File: config.mk
export PLATFORM = sky130hd
export DESIGN_NAME = button_press_classifier
export DESIGN_NICKNAME = d
export VERILOG_FILES = /design/src/rtl/button_press_classifier.sv
export SDC_FILE = /design/constraint.sdc
export NUM_CORES = 1
export LEC_CHECK = 0
export BUFFER_PORTS_ARGS = -buffer_cell sky130_fd_sc_hd__buf_2
export CORE_UTILIZATION = 56
export CTS_CLUSTER_SIZE = 14
export DETAILED_ROUTE_END_ITERATION = 6
export GPL_TIMING_DRIVEN = 0
export PLACE_DENSITY = 0.77
export SETUP_SLACK_MARGIN = 0.4
export SYNTH_ARGS = -nofsm -noshare
export SYNTH_HDL_FRONTEND = slang
export SYNTH_SLANG_ARGS = --single-unit
File: constraint.sdc
create_clock -name clk -period 2.2 [get_ports clk]
set_input_delay 0.33 -clock clk [delete_from_list [all_inputs] [get_ports clk]]
set_output_delay 0.33 -clock clk [all_outputs]
set_load 0.02 [all_outputs]
File: src/rtl/button_press_classifier.sv
// Button front end: 2-FF synchronizer, tick-based debouncer and a hold-time
// classifier that turns one physical button into short/long/repeat events.
//
// state | meaning
// IDLE  | debounced button released, waiting for a press
// HELD  | pressed, counting ticks toward the long threshold
// LONG  | held past the long threshold, issuing auto-repeat pulses
`timescale 1ns/1ps

module button_press_classifier #(
  parameter int unsigned DEBOUNCE_TICKS = 20,
  parameter int unsigned LONG_TICKS     = 1000,
  parameter int unsigned REPEAT_TICKS   = 200,
  parameter int unsigned CNT_W          = 16
) (
  input  logic clk,
  input  logic reset,
  input  logic tick,
  input  logic btn_raw,
  output logic pressed,
  output logic inc_short,
  output logic inc_long,
  output logic repeat_pulse
);

  typedef enum logic [1:0] {
    ST_IDLE = 2'd0,
    ST_HELD = 2'd1,
    ST_LONG = 2'd2
  } state_t;

  // Terminal-count compare values; a zero repeat interval disables the
  // repeat counter entirely, so its terminal value is never used then.
  localparam logic [CNT_W-1:0] DB_LAST   = CNT_W'(DEBOUNCE_TICKS - 1);
  localparam logic [CNT_W-1:0] LONG_LAST = CNT_W'(LONG_TICKS - 1);
  localparam logic [CNT_W-1:0] REP_LAST  =
    CNT_W'((REPEAT_TICKS == 0) ? 0 : (REPEAT_TICKS - 1));
  localparam logic [CNT_W-1:0] CNT_ONE   = CNT_W'(1);
  localparam bit               REPEAT_EN = (REPEAT_TICKS != 0);

  logic             sync1_q, sync2_q;
  logic             pressed_q, pressed_d;
  logic [CNT_W-1:0] db_cnt_q, db_cnt_d;

  state_t           state_q, state_d;
  logic [CNT_W-1:0] hold_cnt_q, hold_cnt_d;
  logic [CNT_W-1:0] rep_cnt_q, rep_cnt_d;
  logic             inc_short_q, inc_short_d;
  logic             inc_long_q, inc_long_d;
  logic             repeat_q, repeat_d;

  // Two-flop synchronizer for the asynchronous raw button level.
  always_ff @(posedge clk or posedge reset) begin
    if (reset) begin
      sync1_q <= 1'b0;
      sync2_q <= 1'b0;
    end else begin
      sync1_q <= btn_raw;
      sync2_q <= sync1_q;
    end
  end

  // Debounce: count consecutive mismatching ticks; any return to the
  // accepted level restarts the count, a tickless mismatch just holds it.
  always_comb begin
    pressed_d = pressed_q;
    db_cnt_d  = db_cnt_q;
    if (sync2_q == pressed_q) begin
      db_cnt_d = '0;
    end else if (tick) begin
      if (db_cnt_q == DB_LAST) begin
        pressed_d = sync2_q;
        db_cnt_d  = '0;
      end else begin
        db_cnt_d = db_cnt_q + CNT_ONE;
      end
    end
  end

  // Debounced level and its mismatch counter.
  always_ff @(posedge clk or posedge reset) begin
    if (reset) begin
      pressed_q <= 1'b0;
      db_cnt_q  <= '0;
    end else begin
      pressed_q <= pressed_d;
      db_cnt_q  <= db_cnt_d;
    end
  end

  // Classifier next-state and registered-output decode; pulses default low.
  always_comb begin
    state_d     = state_q;
    hold_cnt_d  = hold_cnt_q;
    rep_cnt_d   = rep_cnt_q;
    inc_short_d = 1'b0;
    inc_long_d  = inc_long_q;
    repeat_d    = 1'b0;

    case (state_q)
      ST_IDLE: begin
        inc_long_d = 1'b0;
        if (pressed_q) begin
          state_d    = ST_HELD;
          hold_cnt_d = '0;
        end
      end

      ST_HELD: begin
        // Release is checked first so a release coinciding with the
        // threshold tick still counts as a short press.
        if (!pressed_q) begin
          state_d     = ST_IDLE;
          inc_short_d = 1'b1;
          hold_cnt_d  = '0;
        end else if (tick) begin
          if (hold_cnt_q == LONG_LAST) begin
            state_d    = ST_LONG;
            inc_long_d = 1'b1;
            repeat_d   = 1'b1;
            hold_cnt_d = '0;
            rep_cnt_d  = '0;
          end else begin
            hold_cnt_d = hold_cnt_q + CNT_ONE;
          end
        end
      end

      ST_LONG: begin
        if (!pressed_q) begin
          state_d    = ST_IDLE;
          inc_long_d = 1'b0;
          rep_cnt_d  = '0;
        end else if (tick && REPEAT_EN) begin
          if (rep_cnt_q == REP_LAST) begin
            repeat_d  = 1'b1;
            rep_cnt_d = '0;
          end else begin
            rep_cnt_d = rep_cnt_q + CNT_ONE;
          end
        end
      end

      default: begin
        state_d    = ST_IDLE;
        hold_cnt_d = '0;
        rep_cnt_d  = '0;
        inc_long_d = 1'b0;
      end
    endcase
  end

  // Classifier state, hold/repeat counters and registered outputs.
  always_ff @(posedge clk or posedge reset) begin
    if (reset) begin
      state_q     <= ST_IDLE;
      hold_cnt_q  <= '0;
      rep_cnt_q   <= '0;
      inc_short_q <= 1'b0;
      inc_long_q  <= 1'b0;
      repeat_q    <= 1'b0;
    end else begin
      state_q     <= state_d;
      hold_cnt_q  <= hold_cnt_d;
      rep_cnt_q   <= rep_cnt_d;
      inc_short_q <= inc_short_d;
      inc_long_q  <= inc_long_d;
      repeat_q    <= repeat_d;
    end
  end

  assign pressed      = pressed_q;
  assign inc_short    = inc_short_q;
  assign inc_long     = inc_long_q;
  assign repeat_pulse = repeat_q;

endmodule

After elaboration in Yosys (flattened, before gate mapping)

Index checks and enable logic that the tools add are counted.

Equal/unequal tests: 14
Mux-type cells: 35
Add/sub/neg operators: 3
Reduce and logical (&&, ||, !) cells: 7
Magnitude comparators: 0
Shift-type cells: 0
Bitwise operators: 3
Div/mod/pow operators: 0
Multipliers: 0

Operator list:

| kind                                            | count |
|---|---|
| two-way mux 16 bit                              | 13 |
| case mux 16 bit (3 select lines)                | 2 |
| adder 16 x 1 -> 16 bit, second input constant   | 3 |
| == test 16 x 10 -> 1 bit, second input constant | 1 |
| == test 16 x 5 -> 1 bit, second input constant  | 1 |
| == test 16 x 8 -> 1 bit, second input constant  | 1 |
| two-way mux 1 bit                               | 12 |
| two-way mux 2 bit                               | 5 |
| != test 2 bit, second input constant            | 5 |
| != test 3 bit, second input constant            | 3 |
| AND reduction 4 bit                             | 2 |
| case mux 2 bit (3 select lines)                 | 1 |
| AND reduction 3 bit                             | 2 |
| AND reduction 5 bit                             | 1 |
| case mux 1 bit (2 select lines)                 | 2 |
| inverter 1 bit                                  | 3 |
| == test 2 x 1 -> 1 bit, second input constant   | 1 |
| == test 2 bit, second input constant            | 1 |
| logical NOT 2 bit                               | 1 |
| nonzero test 2 bit                              | 1 |
| == test 1 bit                                   | 1 |

Input bits: 4
Logic and storage cells: 72
Bits in registers: 56
Memory bits (writable): 0
Memories: 0
Output and inout port bits: 4
Latch bits: 0
ROM bits: 0

Longest topological paths before layout

Gate-level depths: netlist of the first run.

Depth in word-level cells: 5
Depth in mapped cells: 8
Gate-level depth less buffers: 7

Least setup slack after synthesis of the first run

No wires, ideal clock.

Kind: reg-to-reg
From: register hold_cnt_q[4]
To: register state_q[0]
Required time: 2.075 ns
Cell stages (with the launch flop): 7
Buffers on the path: 1
Library setup time: 0.125 ns
Clock period less this slack: 2.111 ns
Path slack: 0.089 ns
Arrival time: 1.987 ns
Path through: dfrtp_1 -> or4_4 -> nor4_4 -> buf_4 -> a21boi_1 -> o22ai_2 -> mux2_2

Longest elaborated chain between the ends: 3

RTL lines:

| element                       | RTL line | text |
|---|---|---|
| start: declaration            | 46       | `logic [CNT_W-1:0] hold_cnt_q, hold_cnt_d;` |
| start signal: assignment      | 164      | `hold_cnt_q <= hold_cnt_d;` |
| == test 16 x 10 -> 1 bit      | 117      | `if (hold_cnt_q == LONG_LAST) begin` |
| != test 3 bit (no line)       | -        |  |
| AND reduction 4 bit (no line) | -        |  |
| end signal: assignment        | 163      | `state_q <= state_d;` |
| end: declaration              | 45       | `state_t state_q, state_d;` |

No other way between the ends.
A chain may end at the register's enable or synchronous reset.

Worst setup path in the final report of the first run

From: register hold_cnt_q[15]
To: register state_q[0]

The elaborated chain is that of the path after synthesis.

==> results of run 1 <==
-- per-stage QoR --
stage / instance area, um^2 / worst slack, ns / total power, mW / util [%] / instances
global route: 4230 / 0.0531 / 1.85 / 80.7 / 475
floorplan: 3210 / 0.300 / 1.10 / - / 348
CTS: 3930 / 0.170 / 1.81 / 75.0 / 463
global placement: 3330 / -0.214 / 1.12 / 63.5 / 424
detailed placement: 3350 / -0.0161 / 1.12 / 63.9 / 425
finish: 4230 / 0.130 / 1.80 / 80.7 / 475
-- where the power goes --
part | leakage [nW] | total, mW | switching (mW) | internal (mW)
clock network | 0.0552 | 0.678 | 0.339 | 0.339
registers | 0.749 | 1.04 | 0.00351 | 1.03
logic | 0.985 | 0.0861 | 0.0527 | 0.0334
-- synthesized netlist by cell type (3+ instances only) --
| library cell | number | area, um^2 |
|---|---|---|
| xor2_1 | 5 | 43.8 |
| nand3_1 | 22 | 110 |
| or4_1 | 3 | 22.5 |
| a21oi_1 | 9 | 45.0 |
| a21o_1 | 5 | 37.5 |
| xnor2_1 | 3 | 26.3 |
| nor4_1 | 8 | 50.1 |
| o41ai_1 | 3 | 26.3 |
| dfrtp_1 | 56 | 1400 |
| clkbuf_1 | 8 | 30.0 |
| nor2_1 | 18 | 67.6 |
| nand2_1 | 42 | 158 |
| ha_1 | 7 | 87.6 |
| a211oi_1 | 5 | 37.5 |
| nor3b_1 | 6 | 45.0 |
| nand4_1 | 7 | 43.8 |
| a311oi_1 | 4 | 35.0 |
| inv_1 | 15 | 56.3 |
| nor3_1 | 18 | 90.1 |
| o21ai_0 | 44 | 220 |
| a22o_1 | 4 | 35.0 |
| or3_1 | 7 | 43.8 |
| and3_1 | 5 | 31.3 |
| o31ai_1 | 13 | 97.6 |
-- layout make-up --
type / count / area [um^2]
multi-input cells: 265 / 2040
plain buffers: 12 / 119
clock buffers: 6 / 72.6
inverters: 15 / 56.3
well taps: 70 / 87.6
fillers: 286 / 1010
clock inverters: 2 / 35.0
repair buffers: 49 / 408
flip-flops and latches: 56 / 1410
-- cell usage in the layout, fill, tap and decap left out, types with 3 or more instances in the layout --
master | Yosys | routed
xnor2_1 | 3 | 3
a21o_1 | 5 | 5
nand2_2 | 0 | 3
nor3_2 | 0 | 8
nand2_1 | 42 | 36
o31ai_2 | 0 | 7
o21ai_2 | 0 | 9
and3_1 | 5 | 5
a311oi_1 | 4 | 3
inv_2 | 0 | 3
nor2_4 | 0 | 4
buf_4 | 1 | 33
nor3b_2 | 0 | 4
a21oi_1 | 9 | 8
or3_1 | 7 | 7
buf_2 | 1 | 7
ha_2 | 0 | 5
clkbuf_8 | 0 | 7
nor2_1 | 18 | 12
nand3_1 | 22 | 20
nor4_4 | 2 | 4
nor4_1 | 8 | 3
xor2_1 | 5 | 4
o21ai_1 | 2 | 20
a211oi_1 | 5 | 4
o31ai_1 | 13 | 6
nor3_1 | 18 | 9
nand2_4 | 0 | 3
a22o_1 | 4 | 4
o21ai_0 | 44 | 16
dfrtp_1 | 56 | 46
nor4_2 | 0 | 3
nand4_1 | 7 | 7
dfrtp_2 | 0 | 10
or4_4 | 1 | 3
inv_1 | 15 | 12
buf_6 | 1 | 7
-- registers in the layout (all words and copies together) (netlist names) --
register	flops
db_cnt_q	16
inc_short	1
inc_long	1
sync2_q	1
hold_cnt_q	16
state_q	2
pressed	1
sync1_q	1
rep_cnt_q	16
repeat_pulse	1
-- cell families (layout without fill, tap and decap cells) --
group,count (synthesis),count (layout)
AND/OR/NAND/NOR,152,152
AO/OA/AOI/OAI,96,96
flip-flops,56,56
buffers and inverters,27,84
XOR/XNOR,8,8
adder cells (fa/ha/maj),7,7
multiplexers,2,2
-- worst register-to-register path: cells and delay by family, from the launching register on --
family          cells  cell delay (ns)
flops               1             0.41
buf+inv             1             0.18
simple gates        2             0.82
compound gates      2             0.23
mux                 1             0.33
-- final timing paths --
| check | slack (ns) | end | startpoint | depth (start not counted) |
|---|---|---|---|---|
| max in group asynchronous | 1.10 | hold_cnt_q[5] | reset | 4 |
| hold / removal | 0.12 | sync1_q | btn_raw | 1 |
| hold reg to reg | 0.36 | sync2_q | sync1_q | 0 |
| min in group asynchronous | 0.53 | rep_cnt_q[5] | reset | 3 |
| setup reg to reg | 0.13 | state_q[0] | hold_cnt_q[15] | 6 |
| setup / recovery | 0.13 | state_q[0] | hold_cnt_q[15] | 6 |
-- what timing repair did --
| action | CTS | global route |
|---|---|---|
| endpoints found under the hold margin | 3 | 0 |
| hold buffers | 1 | 0 |
| buffers inserted | 25 | 12 |
| pin swaps | 22 | 18 |
| endpoints found under the setup margin | 51 | 51 |
| cloned | 4 | 0 |
| gates resized for setup | 72 | 52 |
-- per-layer routing --
metal  wire [um]  vias up  GRT usage (%)
li1            -     1413              -
met1        3860     1545           38.7
met2        4510      192           46.1
met3         598       53           4.05
met4         435        0           11.3
met5           0        -              0
==> results_dict.tcl, run 1 <==
set metrics [dict create \
    grt_usage_pct 28.6 \
    routedWlPerCell_um 19.8 \
    irDropWorstVdd_uv 378 \
    synth_top_family_by_area "simple AND/OR/NAND/NOR gates" \
    min_period_over_period_pct 94.1 \
    wirelength_um 9410 \
    gr-total-overflow 0 \
    synth_edf_count 0 \
    cts_buffers 5 \
    synth_simple_gate_area_share_pct 26.2 \
    skew_ns 0.0104 \
    cts_max_path_buffers 2 \
    crit_path_start_kind "flip-flop" \
    die_x_um 76.8 \
    synth.avg_cell_area_um2 9.01 \
    nets 415 \
    hold-worst-slack_ns 0.123 \
    cp.arrival_ns 2.27 \
    cp_max_fo 5 \
    synthCells 348 \
    muxShareOfSynthArea_pct 0.719 \
    synthAdderAreaFrac_pct 2.79 \
    hold_path.class "input port to flip-flop" \
    clock_latency_ns 0.31 \
    cts_num_sinks 56 \
    fp.dieH_um 76.8 \
    crit_path_cell_trace "or4_4 -> nor4_4 -> buf_6 -> a21boi_2 -> o22ai_2 -> mux2_4" \
    die_area_um2 5900 \
    seq_area_frac_synth_pct 44.7 \
    ys.flop_type "dfrtp_1" \
    drtIter0Drc 460 \
    slowest_stage "or4_4" \
    rows 26 \
    initial_core_util_pct 59.8 \
    antenna_found_initial 0 \
    netlist_area_um2 3130 \
    cts_tree "done" \
    grt_pass1_vias 2786 \
    critPathTopFamily "simple AND/OR/NAND/NOR gates" \
    synth.distinct_cells 51 \
    layout-drive-gt1-share_pct 39.3 \
    gp_congestion 0.895 \
    synth_seq_cells 56 \
    post_drt_via_cell_ratio 6.74 \
    leakage_nw 1.79 \
    path_buf_inv 1 \
    port_buffers 6 \
    setup_viol 0 \
    cts_root_buf "clkbuf_8" \
    path_class "flip-flop to flip-flop" \
    slew_violations 0 \
    yosys.area_share.xor_xnor_pct 2.24 \
    synth_nets 359 \
    diodes 0 \
    power_density_nw_per_um2 426 \
    grt_max_degree 40 \
    final.setup.tns_ns 0 \
    fmax_ghz 0.483 \
    critPathMaxStageDelay_ns 0.56 \
    critPathCaptureType "flip-flop" \
    maxSlewHeadroom_pct 54.4 \
    grt_pass1_wl_um 13500 \
    dp_hpwl_um 4660 \
    dr.pass1.iters 5 \
    crit_required_ns 2.40 \
    yosysWarningCount 0 \
    max_slew.worst_pin.slew_ns 0.677 \
    clkTransAtPathRegs_ns 0.10 \
    min_period_ns 2.07 \
    status "complete, no violations" \
    synth-compound-area-share_pct 19.7 \
    final_hold_viol_count 0 \
    rsz0062_at_grt "true" \
    antenna_left 0 \
    cap_violations 0 \
    vias 3203 \
    async_flop_share_pct 100 \
    pin_count 8 \
    placeableCoreArea_um2 5240 \
    cts.htree.levels 2 \
    area_growth_pct 34.9 \
    drc_errors 0 \
]
(Power assumes the default switching activity.)
==> run 2: changes to the inputs <==
--- a/config.mk
+++ b/config.mk
@@ -11,7 +11,7 @@
 export DETAILED_ROUTE_END_ITERATION = 6
 export GPL_TIMING_DRIVEN = 0
 export PLACE_DENSITY = 0.77
-export SETUP_SLACK_MARGIN = 0.4
+export SETUP_SLACK_MARGIN = 0.02
 export SYNTH_ARGS = -nofsm -noshare
 export SYNTH_HDL_FRONTEND = slang
 export SYNTH_SLANG_ARGS = --single-unit
==> run 2 against run 1 <==
- sequential power barely moved
- critical path type unchanged
- critical endpoint unchanged
- global-route usage fell by 3.4 points
- cell area fell by 14%
- largest power group unchanged
==> results_dict.tcl, run 2 (synthesis results as in run 1) <==
set metrics [dict create \
    nets 385 \
    gr-total-overflow 0 \
    hold_buffers 0 \
    cts_tree "done" \
    port_buffers 6 \
    diodes 0 \
    die_area_um2 5900 \
    clkTransAtPathRegs_ns 0.10 \
    drc_errors 0 \
    final.setup.tns_ns 0 \
    skew_ns 0.00480 \
    dp_hpwl_um 4670 \
    grt_pass1_wl_um 11900 \
    cap_violations 0 \
    placeableCoreArea_um2 5240 \
    grt_usage_pct 25.2 \
    cts_max_path_buffers 2 \
    cp_max_fo 5 \
    path_buf_inv 2 \
    setup_viol 0 \
    cts_root_buf "clkbuf_8" \
    gr-max-usage-layer "met2" \
    routedWlPerCell_um 16.2 \
    pin_count 8 \
    min_period_over_period_pct 97.9 \
    max_slew.worst_pin.slew_ns 0.657 \
    fp.dieH_um 76.8 \
    grt_max_degree 37 \
    dp_cells 425 \
    grt_use_met2_pct 40.9 \
    crit_path_cell_trace "or4_4 -> nor4_4 -> buf_4 -> buf_6 -> a21boi_2 -> o22ai_2 -> mux2_4" \
    critPathCaptureType "flip-flop" \
    final_hold_viol_count 0 \
    rsz0062_at_grt "true" \
    total_power_mw 1.78 \
    grt_pass1_vias 2603 \
    gp_congestion 0.833 \
    hold_path.class "input port to async pin" \
    rr_startpoint "hold_cnt_q[3]" \
    layoutNonFillerInstCount 445 \
    clock_latency_ns 0.31 \
    rows 26 \
    drtIter0Drc 160 \
    die_x_um 76.8 \
    worst-r2r-setup-slack_ns 0.05 \
    layout-drive-gt1-share_pct 18.7 \
    largestRegisters "db_cnt_q: 16 flops, hold_cnt_q: 16 flops, rep_cnt_q: 16 flops" \
    final_cell_mix "54 x dfrtp_1, 41 x o21ai_0, 40 x nand2_1" \
    design_area_um2 3630 \
    timing.final.ws_setup_ns 0.0464 \
    use_met3_pct 4.88 \
    path_class "flip-flop to flip-flop" \
    post_drt_via_cell_ratio 6.29 \
    vias 2798 \
    cp.arrival_ns 2.36 \
    cts_buffers 5 \
    critPathMaxStageDelay_ns 0.53 \
    dr.pass1.iters 5 \
    slowest_stage "or4_4" \
    crit_path_start_kind "flip-flop" \
    leakage_nw 1.53 \
    layout_commonest_cell "dfrtp_1" \
    pre_cts_slack_ns -0.140 \
    fmax_ghz 0.464 \
    hold-worst-slack_ns 0.0225 \
    worstReg2RegEnd "state_q[0]" \
    cts.htree.levels 2 \
    wirelength_um 7200 \
    maxSlewHeadroom_pct 55.9 \
    fin_util_pct 69.4 \
    min_period_ns 2.15 \
    area_growth_pct 16.0 \
    r2r_cells 7 \
    initial_core_util_pct 59.8 \
    power_density_nw_per_um2 491 \
    critPathTopFamily "simple AND/OR/NAND/NOR gates" \
    crit_required_ns 2.41 \
    antenna_left 0 \
    slew_violations 0 \
    use_met1_pct 34.0 \
    cts_num_sinks 56 \
    irDropWorstVdd_uv 457 \
    antenna_found_initial 0 \
    fillers 418 \
    placed_cell_area_um2 3270 \
    status "complete, no violations" \
]
-- run 2: timing repair --
item,CTS,global route
gates resized for setup,10,32
cloned,0,1
hold endpoints to repair,0,0
pin swaps,2,4
endpoints found under the setup margin,37,27
buffers inserted,7,5
-- run 2: worst max-delay path by stage --
stage             startpoint       endpoint  cells after the start
2_1_floorplan  hold_cnt_q[4]     state_q[0]                      6
3_3_place_gp           reset  hold_cnt_q[0]                      2
3_5_place_dp     db_cnt_q[7]    db_cnt_q[7]                      8
4_1_cts              pressed   rep_cnt_q[6]                      7
5_1_grt        hold_cnt_q[3]  rep_cnt_q[14]                      6
6_report       hold_cnt_q[3]     state_q[0]                      7
-- run 2: layer usage --
metal | vias to the layer above | routed length (um)
li1 | 1352 | -
met1 | 1349 | 3330
met2 | 86 | 3490
met3 | 11 | 289
met4 | 0 | 88
met5 | - | 0
-- run 2: final cells by class --
type,count,area (um^2),area share (%)
multi-input combinational,265,1740,48.0
sequential,56,1400,38.6
timing repair buffer,20,165,4.54
tap,70,87.6,2.41
clock buffer,5,68.8,1.89
buffer,11,67.6,1.86
inverter,15,56.3,1.55
clock inverter,3,42.5,1.17
-- run 2: where the power goes --
part / leakage (nW) / total, mW / switching [mW] / internal (mW)
Sequential: 0.763 / 1.04 / 0.00395 / 1.03
Combinational: 0.717 / 0.0587 / 0.0433 / 0.0154
Clock: 0.0541 / 0.688 / 0.351 / 0.338
-- run 2: worst register-to-register path, stage by stage, from the launching register on --
cell,delay (ns)
dfrtp_2,0.45
or4_4,0.53
nor4_4,0.25
buf_4,0.18
buf_6,0.12
a21boi_2,0.06
o22ai_2,0.15
mux2_4,0.32
==> run 3: changes to the inputs <==
--- a/config.mk
+++ b/config.mk
@@ -5,12 +5,13 @@
 export SDC_FILE = /design/constraint.sdc
 export NUM_CORES = 1
 export LEC_CHECK = 0
+export ABC_AREA = 1
 export BUFFER_PORTS_ARGS = -buffer_cell sky130_fd_sc_hd__buf_2
-export CORE_UTILIZATION = 56
+export CORE_UTILIZATION = 57
 export CTS_CLUSTER_SIZE = 14
 export DETAILED_ROUTE_END_ITERATION = 6
 export GPL_TIMING_DRIVEN = 0
-export PLACE_DENSITY = 0.77
+export PLACE_DENSITY = 0.78
 export SETUP_SLACK_MARGIN = 0.02
 export SYNTH_ARGS = -nofsm -noshare
 export SYNTH_HDL_FRONTEND = slang
==> run 3 against run 2 <==
- worst hold slack better by 0.0055 ns
- global-route usage up 0.96 points
- total power down 6.1%
==> results_dict.tcl, run 3 <==
set metrics [dict create \
    placeableCoreArea_um2 5920 \
    die_x_um 80.2 \
    crit_path_start_kind "flip-flop" \
    cp.arrival_ns 2.10 \
    synth.distinct_cells 28 \
    pre_cts_slack_ns 0.305 \
    synth_top_family_by_area "simple AND/OR/NAND/NOR gates" \
    grt_pass1_vias 3060 \
    async_flop_share_pct 100 \
    muxShareOfSynthArea_pct 0 \
    status "complete, no violations" \
    synth_seq_cells 56 \
    maxSlewHeadroom_pct 67.6 \
    synth_edf_count 0 \
    nets 528 \
    clkTransAtPathRegs_ns 0.10 \
    layout_commonest_cell "nand2_1" \
    synth_common_cells "167 x nand2_1, 78 x nor2_1, 59 x inv_1" \
    vias 3139 \
    cts_tree "done" \
    fp.dieH_um 80.2 \
    clock_latency_ns 0.31 \
    rsz0062_at_grt "false" \
    area_growth_pct 6.89 \
    max_slew.worst_pin.slew_ns 0.485 \
    hold_path.class "input port to async pin" \
    fillers 546 \
    setup_viol 0 \
    netlist_area_um2 3490 \
    synth_simple_gate_area_share_pct 40.4 \
    cap_violations 0 \
    path_class "flip-flop to flip-flop" \
    synth.avg_cell_area_um2 6.95 \
    yosys.area_share.xor_xnor_pct 2.76 \
    diodes 0 \
    drc_errors 0 \
    initial_core_util_pct 58.9 \
    gr-total-overflow 0 \
    synthAdderAreaFrac_pct 2.51 \
    slew_violations 0 \
    worst-r2r-setup-slack_ns 0.31 \
    yosysWarningCount 0 \
    min_period_ns 1.89 \
    rows 28 \
    cts_root_buf "clkbuf_8" \
    synthCells 502 \
    pin_count 8 \
    final_hold_viol_count 0 \
    die_area_um2 6430 \
    hold_buffers 0 \
    skew_ns 0.0135 \
    total_power_mw 1.68 \
    crit_required_ns 2.41 \
    antenna_left 0 \
    routedWlPerCell_um 12.4 \
    min_period_over_period_pct 85.9 \
    post-cts-setup-buffers 0 \
    largestRegisters "db_cnt_q: 16 flops, hold_cnt_q: 16 flops, rep_cnt_q: 16 flops" \
    cts_num_sinks 56 \
    ys.flop_type "dfrtp_1" \
    synth_area_leaders "dfrtp_1 40%, nand2_1 18%, nor2_1 8.4%, inv_1 6.4%, nand3_1 5.5%" \
    dr.pass1.iters 4 \
    cts_buffers 5 \
    cts.htree.levels 2 \
    final_cell_mix "167 x nand2_1, 78 x nor2_1, 58 x inv_1" \
    port_buffers 7 \
    timing.final.ws_setup_ns 0.311 \
    synth_top_cell_area_share_pct 40.2 \
    cp_max_fo 10 \
    synth_nets 513 \
    ctsResizeCount 0 \
    dp_hpwl_um 5410 \
    leakage_nw 1.79 \
    power_density_nw_per_um2 450 \
    grt_max_degree 36 \
    post_drt_via_cell_ratio 5.30 \
    drtIter0Drc 231 \
    irDropWorstVdd_uv 322 \
    fmax_ghz 0.529 \
    synth-compound-area-share_pct 6.32 \
    wirelength_um 7320 \
    layout-drive-gt1-share_pct 9.67 \
    final.setup.tns_ns 0 \
    yosysTopAreaCell "dfrtp_1" \
    grt_usage_pct 26.2 \
    gp_congestion 0.923 \
    critPathCaptureType "flip-flop" \
    cts_max_path_buffers 2 \
    antenna_found_initial 0 \
    yosysMostFrequentCell "nand2_1" \
    seq_area_frac_synth_pct 40.2 \
    grt_pass1_wl_um 13200 \
]
## run 3: final cells by class
cell class                      count  area, um^2  share of cell area [%]
Inverter                           63         236                    6.34
Tap cell                           75        93.8                    2.52
Clock buffer                        6        82.6                    2.22
Timing Repair Buffer                8        55.1                    1.48
Buffer                              4        35.0                   0.940
Multi-Input combinational cell    379        1810                    48.7
Clock inverter                      1        8.76                   0.235
Sequential cell                    56        1400                    37.6
## run 3: routing by layer
layer,GRT usage (%),routed length [um]
met1,34.3,3530
met2,44.3,3480
met3,4.43,208
met4,7.86,101
met5,0,0
## run 3: final timing paths
kind,end,startpoint,cells after the start
worst max register to register,rep_cnt_q[0],state_q[0],10
worst max-delay path,rep_cnt_q[0],state_q[0],10
max in group asynchronous,state_q[0],reset,3
worst min register to register,sync2_q,sync1_q,0
min in group clk,sync1_q,btn_raw,1
worst min-delay path,hold_cnt_q[13],reset,2
## run 3: through the flow
step | std cells | utilization (%) | cell area (um^2) | hold slack (ns)
floorplan | 502 | - | 3490 | 0.331
global route | 592 | 63.0 | 3730 | 0.0745
finish | 592 | 63.0 | 3730 | 0.0280
global placement | 584 | 61.1 | 3620 | 0.336
detailed placement | 585 | 61.4 | 3640 | 0.342
CTS | 592 | 63.0 | 3730 | 0.0332
## run 3: critical path, cell delays in order (launching register included)
cell and delay (ns):
dfrtp_1 0.38, inv_1 0.09, ha_1 0.19, buf_2 0.18, nand2_2 0.13, nor2_1 0.06
nor3_2 0.23, nand3_4 0.20, buf_6 0.20, nand2_1 0.07, o21ai_2 0.06
## run 3: cells by family after synthesis
| group | count (synthesis) |
|---|---|
| and+or+nand+nor | 328 |
| buffers and inverters | 67 |
| DFF | 56 |
| AOI/OAI and AO/OA | 33 |
| xor gates and xnor gates | 11 |
| adders and majority gates | 7 |
## run 3: where the power goes
group	internal, mW	switching [mW]	leakage, nW
sequential	1.03	0.00473	0.745
combinational	0.0113	0.0382	0.995
clock	0.252	0.336	0.0473
